==> src/rtl/vga_timing_gen.sv <==
// vga_timing_gen: 640x480@60 VGA raster timing with pixel-rate divider and registered decodes.
//   clk            system clock (CLK_50 at top level)
//   Reset          synchronous active-high reset
//   CounterX/Y     current pixel column / line
//   vga_h_sync/v   active-low sync pulses
//   inDisplayArea  high inside the visible window
//   pix_tick       high in the first clk of each pixel period
//   frame_start    one-clk pulse at the first clk of pixel (0,0)
//   frame_cnt      completed frames since reset when VGA_FRAME_CNT_EN is defined, else 0
module vga_timing_gen #(
  parameter int H_VISIBLE = 640,
  parameter int H_FP      = 16,
  parameter int H_SYNC    = 96,
  parameter int H_BP      = 48,
  parameter int V_VISIBLE = 480,
  parameter int V_FP      = 10,
  parameter int V_SYNC    = 2,
  parameter int V_BP      = 33,
  parameter int PIX_DIV   = 2
) (
  input  logic       clk,
  input  logic       Reset,
  output logic [9:0] CounterX,
  output logic [9:0] CounterY,
  output logic       vga_h_sync,
  output logic       vga_v_sync,
  output logic       inDisplayArea,
  output logic       pix_tick,
  output logic       frame_start,
  output logic [7:0] frame_cnt
);
  localparam int H_TOTAL = H_VISIBLE + H_FP + H_SYNC + H_BP;
  localparam int V_TOTAL = V_VISIBLE + V_FP + V_SYNC + V_BP;
  localparam logic [9:0] H_LAST = 10'(H_TOTAL - 1);
  localparam logic [9:0] V_LAST = 10'(V_TOTAL - 1);
  localparam logic [9:0] H_VIS  = 10'(H_VISIBLE);
  localparam logic [9:0] V_VIS  = 10'(V_VISIBLE);
  localparam logic [9:0] HS_LO  = 10'(H_VISIBLE + H_FP);
  localparam logic [9:0] HS_HI  = 10'(H_VISIBLE + H_FP + H_SYNC - 1);
  localparam logic [9:0] VS_LO  = 10'(V_VISIBLE + V_FP);
  localparam logic [9:0] VS_HI  = 10'(V_VISIBLE + V_FP + V_SYNC - 1);
  localparam logic [3:0] PH_LAST = 4'(PIX_DIV - 1);
  // run is low only in the first clk after reset, so pixel (0,0) is presented
  // at E0 without advancing past it.
  logic       run, adv, wrap_x, top;
  logic [3:0] ph;
  logic [9:0] x_n, y_n;
  always_comb begin
    adv    = !run || ph == PH_LAST;
    wrap_x = CounterX == H_LAST;
    x_n    = !run ? 10'd0 : !adv ? CounterX : wrap_x ? 10'd0 : CounterX + 10'd1;
    y_n    = !run ? 10'd0 : !(adv && wrap_x) ? CounterY : CounterY == V_LAST ? 10'd0 : CounterY + 10'd1;
    top    = adv && x_n == 10'd0 && y_n == 10'd0;
  end
  // Decodes use the next counter values so every output changes on the same edge as the counters.
  always_ff @(posedge clk) begin
    if (Reset) begin
      run           <= 1'b0;
      ph            <= 4'd0;
      CounterX      <= 10'd0;
      CounterY      <= 10'd0;
      vga_h_sync    <= 1'b1;
      vga_v_sync    <= 1'b1;
      inDisplayArea <= 1'b0;
      pix_tick      <= 1'b0;
      frame_start   <= 1'b0;
    end else begin
      run           <= 1'b1;
      ph            <= adv ? 4'd0 : ph + 4'd1;
      CounterX      <= x_n;
      CounterY      <= y_n;
      vga_h_sync    <= !(x_n >= HS_LO && x_n <= HS_HI);
      vga_v_sync    <= !(y_n >= VS_LO && y_n <= VS_HI);
      inDisplayArea <= x_n < H_VIS && y_n < V_VIS;
      pix_tick      <= adv;
      frame_start   <= top;
    end
  end
`ifdef VGA_FRAME_CNT_EN
  // The frame_start issued at E0 opens the first frame and completes none.
  always_ff @(posedge clk) begin
    if (Reset) frame_cnt <= 8'd0;
    else if (top && run) frame_cnt <= frame_cnt + 8'd1;
  end
`else
  assign frame_cnt = 8'h00;
`endif
endmodule

==> config.mk <==
export PLATFORM = sky130hd
export DESIGN_NAME = vga_timing_gen
export DESIGN_NICKNAME = d
export VERILOG_FILES = /design/src/rtl/vga_timing_gen.sv
export SDC_FILE = /design/constraint.sdc
export NUM_CORES = 1
export LEC_CHECK = 0
export ABC_CLOCK_PERIOD_IN_PS = 6100
export BUFFER_PORTS_ARGS = -buffer_cell sky130_fd_sc_hd__buf_2
export CORE_AREA = 2 2 72 74
export DETAILED_ROUTE_END_ITERATION = 6
export DIE_AREA = 0 0 74 76
export MAX_ROUTING_LAYER = met4
export PLACE_DENSITY = 0.61
export RECOVER_POWER = 25
export SLEW_MARGIN = 10
export SYNTH_ARGS = -nofsm -noshare
export SYNTH_HDL_FRONTEND = slang
export SYNTH_SLANG_ARGS = --single-unit
==> constraint.sdc <==
create_clock -name clk -period 6.1 [get_ports clk]
set_input_delay 0 -clock clk [delete_from_list [all_inputs] [get_ports clk]]
set_output_delay 0 -clock clk [all_outputs]
set_load 0.05 [all_outputs]
After elaboration in Yosys (flattened, before gate mapping)
Cells that the tools add are included.
{"block": "totals", "wordCells": 41, "reg_bits": 30, "out_inout_bits": 33}
{"block": "op_classes", "addsub": 3, "n_lt_le_gt_ge": 6, "muxes": 7, "n_reduce_logical": 13, "eq_ne": 3}
{"operator": "two-way mux 10 bit", "n": 6}
{"operator": "adder 10 x 1 -> 10 bit (second input constant)", "n": 2}
{"operator": "equality test 10 bit (second input constant)", "n": 2}
{"operator": "logical NOT 10 bit", "n": 2}
{"operator": "greater-or-equal comparator 10 bit (second input constant)", "n": 1}
{"operator": "greater-or-equal comparator 10 x 9 -> 1 bit (second input constant)", "n": 1}
{"operator": "less-or-equal comparator 10 bit (second input constant)", "n": 1}
{"operator": "less-or-equal comparator 10 x 9 -> 1 bit (second input constant)", "n": 1}
{"operator": "< comparator 10 bit (second input constant)", "n": 1}
{"operator": "< comparator 10 x 9 -> 1 bit (second input constant)", "n": 1}
{"operator": "logical AND 1 bit", "n": 6}
{"operator": "adder 4 x 1 -> 4 bit (second input constant)", "n": 1}
{"operator": "equality test 4 x 1 -> 1 bit (second input constant)", "n": 1}
{"operator": "logical NOT 1 bit", "n": 3}
{"operator": "OR reduction 2 bit", "n": 1}
{"operator": "logical OR 1 bit", "n": 1}
{"operator": "two-way mux 1 bit", "n": 1}

Depth between registers and ports, before layout
{"block": "depth", "depth_word": 8, "mapped_depth": 11, "ltp_nobuf": 9}

Least setup slack after synthesis
Ideal clock, no wire load.
{"block": "synth_timing", "path_kind": "reg2reg", "start": "register CounterX[0]", "end": "register vga_v_sync", "arrival_ns": 3.016, "synth_period_minus_slack_ns": 3.150, "stages_incl_launch_ff": 8, "n_path_buf": 0, "path_slack_ns": 2.950, "path_cell_list": "dfxtp_1 -> ha_1 -> nand4_2 -> a2111oi_4 -> nand4_1 -> xor2_1 -> or4_1 -> or4_1"}
{"block": "synth_between", "elab_chain_len": 7, "word_cells_on_any_way": 8}
{"element": "start: declaration", "line_no": "23", "text": "output logic [9:0] CounterX,"}
{"element": "start signal: assignment", "line_no": "70", "text": "CounterX <= x_n;"}
{"element": "equality test 10 bit *", "line_no": "50", "text": "wrap_x = CounterX == H_LAST;"}
{"element": "logical AND 1 bit *", "line_no": "52", "text": "y_n = !run ? 10'd0 : !(adv && wrap_x) ? CounterY : CounterY == V_LAST ? 10'd0 : CounterY + 10'd1;"}
{"element": "two-way mux 10 bit * (2 in a row)", "line_no": "52"}
{"element": "greater-or-equal comparator 10 x 9 -> 1 bit or less-or-equal comparator 10 x 9 -> 1 bit (tied branches)", "line_no": "73", "text": "vga_v_sync <= !(y_n >= VS_LO && y_n <= VS_HI);"}
{"element": "logical AND 1 bit *", "line_no": "73"}
{"element": "logical NOT 1 bit *", "line_no": "73"}
{"element": "end signal: assignment", "line_no": "73"}
{"element": "end: declaration", "line_no": "26", "text": "output logic vga_v_sync,"}
Mark *: on every way between the ends. The rest lies on a longest branch, timed or not.
A chain may end at the register's enable or synchronous reset.

Final worst setup path
{"block": "layout_timing", "start": "register ph[0]", "end": "register vga_v_sync"}
{"block": "layout_between", "elab_chain_len": 8, "word_cells_on_any_way": 9}
{"element": "start: declaration", "line_no": "46", "text": "logic [3:0] ph;"}
{"element": "start signal: assignment", "line_no": "69", "text": "ph <= adv ? 4'd0 : ph + 4'd1;"}
{"element": "equality test 4 x 1 -> 1 bit *", "line_no": "49", "text": "adv = !run || ph == PH_LAST;"}
{"element": "logical OR 1 bit *", "line_no": "49"}
{"element": "logical AND 1 bit *", "line_no": "52"}
{"element": "two-way mux 10 bit * (2 in a row)", "line_no": "52"}
{"element": "greater-or-equal comparator 10 x 9 -> 1 bit or less-or-equal comparator 10 x 9 -> 1 bit (tied branches)", "line_no": "73"}
{"element": "logical AND 1 bit *", "line_no": "73"}
{"element": "logical NOT 1 bit *", "line_no": "73"}
Marked as above.

==> flow_metrics.tcl <==
set metrics [dict create \
    leakagePower_nw 0.697 \
    synth_compound_area_frac 0.152 \
    relSlewSlack 0.440 \
    initial_core_util 0.332 \
    hold_end "CounterY[3]$_SDFF_PP0_" \
    switching_power_mw 0.101 \
    cts_buffers 5 \
    cts_tree "yes" \
    synthesis.area_sq_um 1630 \
    sw_frac_of_total 0.258 \
    crit_path_start_kind "register" \
    holdPathStages 2 \
    cts_buffer_depth 2 \
    drive_above_1_share 0.0995 \
    busiest_layer "met2" \
    worstReg2RegEnd "vga_v_sync$_SDFF_PP1_" \
    criticalPathCategory "reg -> reg" \
    grt_pass1_wl_mm 6.72 \
    min_period_ns 3.31 \
    clk_pin_slew_ns 0.06 \
    synth_ff_type "dfxtp_1" \
    synth_edf_count 0 \
    synthArstFlopShare 0 \
    fp.dieH_um 76 \
    powerDensity_nw_per_um2 212 \
    pin_count 35 \
    antenna_left 0 \
    pwr-share-clk 0.401 \
    synthCells 197 \
    overflow 0 \
    hold_path_class "in -> reg" \
    grt_start_max_net_pins 19 \
    antenna_found_initial 0 \
    worstPathRequired_ns 6.26 \
    synth_top_family_by_area "simple AND/OR/NAND/NOR gates" \
    r2r_slack_ns 2.79 \
    place_congestion 0.884 \
    vias 1511 \
    pwr-share-comb 0.084 \
    r2r_start "ph[0]$_SDFF_PP0_" \
    finalCritPeriodShare 0.542 \
    portBuffers 26 \
    synthMuxAreaShare 0 \
    fmax_mhz 302 \
    drt_iter0_markers 112 \
    hold_start "Reset" \
    postSynthAreaPerCell_sq_um 8.27 \
    synth-simple-area-share 0.299 \
    final_util 0.375 \
    ctsHoldBuffers 0 \
    via_per_inst 5.19 \
    status "finished clean" \
    die_x_um 74 \
    skew_ns 0.00506 \
    syn2layout_area_growth_pct 13.1 \
    ff2ff_path_depth 8 \
    cts_sinks 30 \
    dpl.hpwl_mm 2.92 \
    antenna_cells 0 \
    maxSlewViolCount 0 \
    power.total_mw 0.391 \
    drc_errors 0 \
    grt_pass1_vias 1470 \
    maxCapViolations 0 \
    design.die.area_sq_um 5620 \
    core_area_sq_um 4910 \
    yosys.cell_types.count 43 \
    grt_usage 0.158 \
    post_cts_resized 0 \
    endpoint_kind "register" \
    internal_power_mw 0.290 \
    clk_latency_ns 0.29 \
    synth-xor-area-share 0.0591 \
    rsz0062_at_grt "no" \
    finalSetupViolations 0 \
    nets 229 \
    grt.met3_usage 0.0357 \
    h-tree-depth 2 \
    grt_use_met2 0.233 \
    hold_violations 0 \
    peakVddDrop_mv 0.0830 \
    met1_usage 0.200 \
    yosys.area_share.adder 0.0384 \
    tns_ns 0 \
    worstMarginPinSlew_ns 0.840 \
    p_seq_frac 0.516 \
    cp-startpoint "ph[0]$_SDFF_PP0_" \
    cts_setup_buffers 0 \
    wirelength_mm 3.99 \
    yosysWarnings 0 \
    drt-pass1-iter-count 4 \
    critical_path_arrival_ns 3.47 \
    rows 26 \
    seq_area_frac_synth 0.369 \
    crit_fanout 16 \
    ys_ff_latch 30 \
    clock-root-buffer "clkbuf_8" \
    wire_per_inst_um 13.7 \
]
flip-flops by register name, summed over array words and instances (netlist names):
register / count
CounterX: 10
CounterY: 10
ph: 4
frame_start: 1
inDisplayArea: 1
pix_tick: 1
run: 1
vga_h_sync: 1
vga_v_sync: 1
layer usage:
layer / routed length (um) / vias to the layer above
met2: 1790 / 61
met4: 104 / 0
met5: 0 / -
li1: - / 746
met1: 1820 / 690
met3: 271 / 14
power by group through the flow:
stage / clock network (mW) / registers [mW] / logic [mW]
3_3_place_gp: 0 / 0.206 / 0.0328
4_1_cts: 0.162 / 0.201 / 0.0330
3_5_place_dp: 0 / 0.206 / 0.0330
2_1_floorplan: 0 / 0.210 / 0.0284
6_report: 0.157 / 0.201 / 0.0327
5_1_grt: 0.170 / 0.202 / 0.0351
cell usage in the layout, fill, tap and decap left out, types with 2 or more instances in the layout:
master    count
conb_1        8
nor3_1       16
nand4_1       7
ha_1          5
a31oi_1       4
clkbuf_1     13
and2_1        3
buf_2        13
a21oi_1      12
clkbuf_8      6
nor2_1       19
a211oi_1      2
nand2_1      14
xnor2_1       7
nor3b_1       2
o31ai_1       2
o21ai_0       4
xor2_1        4
inv_1         9
a22oi_1       2
dfxtp_1      30
and3_1        6
nand3_1       8
nor4_1        3
or3_1         3
or4_1         2
through the flow:
stage	setup WS [ns]	instance area (sq um)	hold WS [ns]	std cells
2_1_floorplan	2.95	1660	0.290	204
3_3_place_gp	2.96	1780	0.385	285
3_5_place_dp	2.83	1780	0.391	285
4_1_cts	2.81	1860	0.0933	291
5_1_grt	2.50	1840	0.348	291
6_report	2.79	1840	0.284	291
cell type report:
type / instances / area (sq um)
fillers: 530 / 3070
well taps: 70 / 87.6
clock buffers: 6 / 82.6
repair buffers: 26 / 114
multi-input cells: 150 / 923
inverters: 9 / 33.8
flip-flops and latches: 30 / 601
logic make-up after synthesis:
family	count (synthesis)
and+or+nand+nor	91
AOI/OAI and AO/OA	35
DFF	30
buffers and inverters	24
xor gates and xnor gates	11
adders and majority gates	5
other	1
worst max-delay path: stages, from the launching register on:
cell	delay, ns
dfxtp_1	0.38
ha_1	0.17
or3b_1	0.59
nor4_1	0.34
nand2b_1	0.36
o21ai_0	0.15
a22oi_1	0.24
or4b_1	0.48
or4_1	0.47
worst max-delay path by stage:
stage,cells past startpoint,to
final,8,vga_v_sync$_SDFF_PP1_
after global routing,8,vga_v_sync$_SDFF_PP1_
after CTS,8,vga_v_sync$_SDFF_PP1_
after detailed placement,8,vga_v_sync$_SDFF_PP1_
after global placement,8,vga_v_sync$_SDFF_PP1_
after floorplan,7,vga_v_sync$_SDFF_PP1_
Yosys cell counts, drive strengths merged (2+ instances only):
library cell	instances	area, sq um
a21oi	12	60.1
xor2	4	35.0
ha	5	62.6
xnor2	7	61.3
or3	3	18.8
nand3	8	40.0
inv	9	33.8
a31oi	4	25.0
nor3	17	90.1
buf	10	78.8
a22oi	2	15.0
or4	2	15.0
nor3b	2	15.0
o21ai	4	20.0
dfxtp	30	601
nor2	19	71.3
nand2	14	52.6
clkbuf	5	18.8
o31ai	2	15.0
nand4	8	56.3
and3	6	37.5
and2	3	18.8
a211oi	2	15.0
nor4	3	18.8
Note: power is estimated with default switching activity, not from simulation.
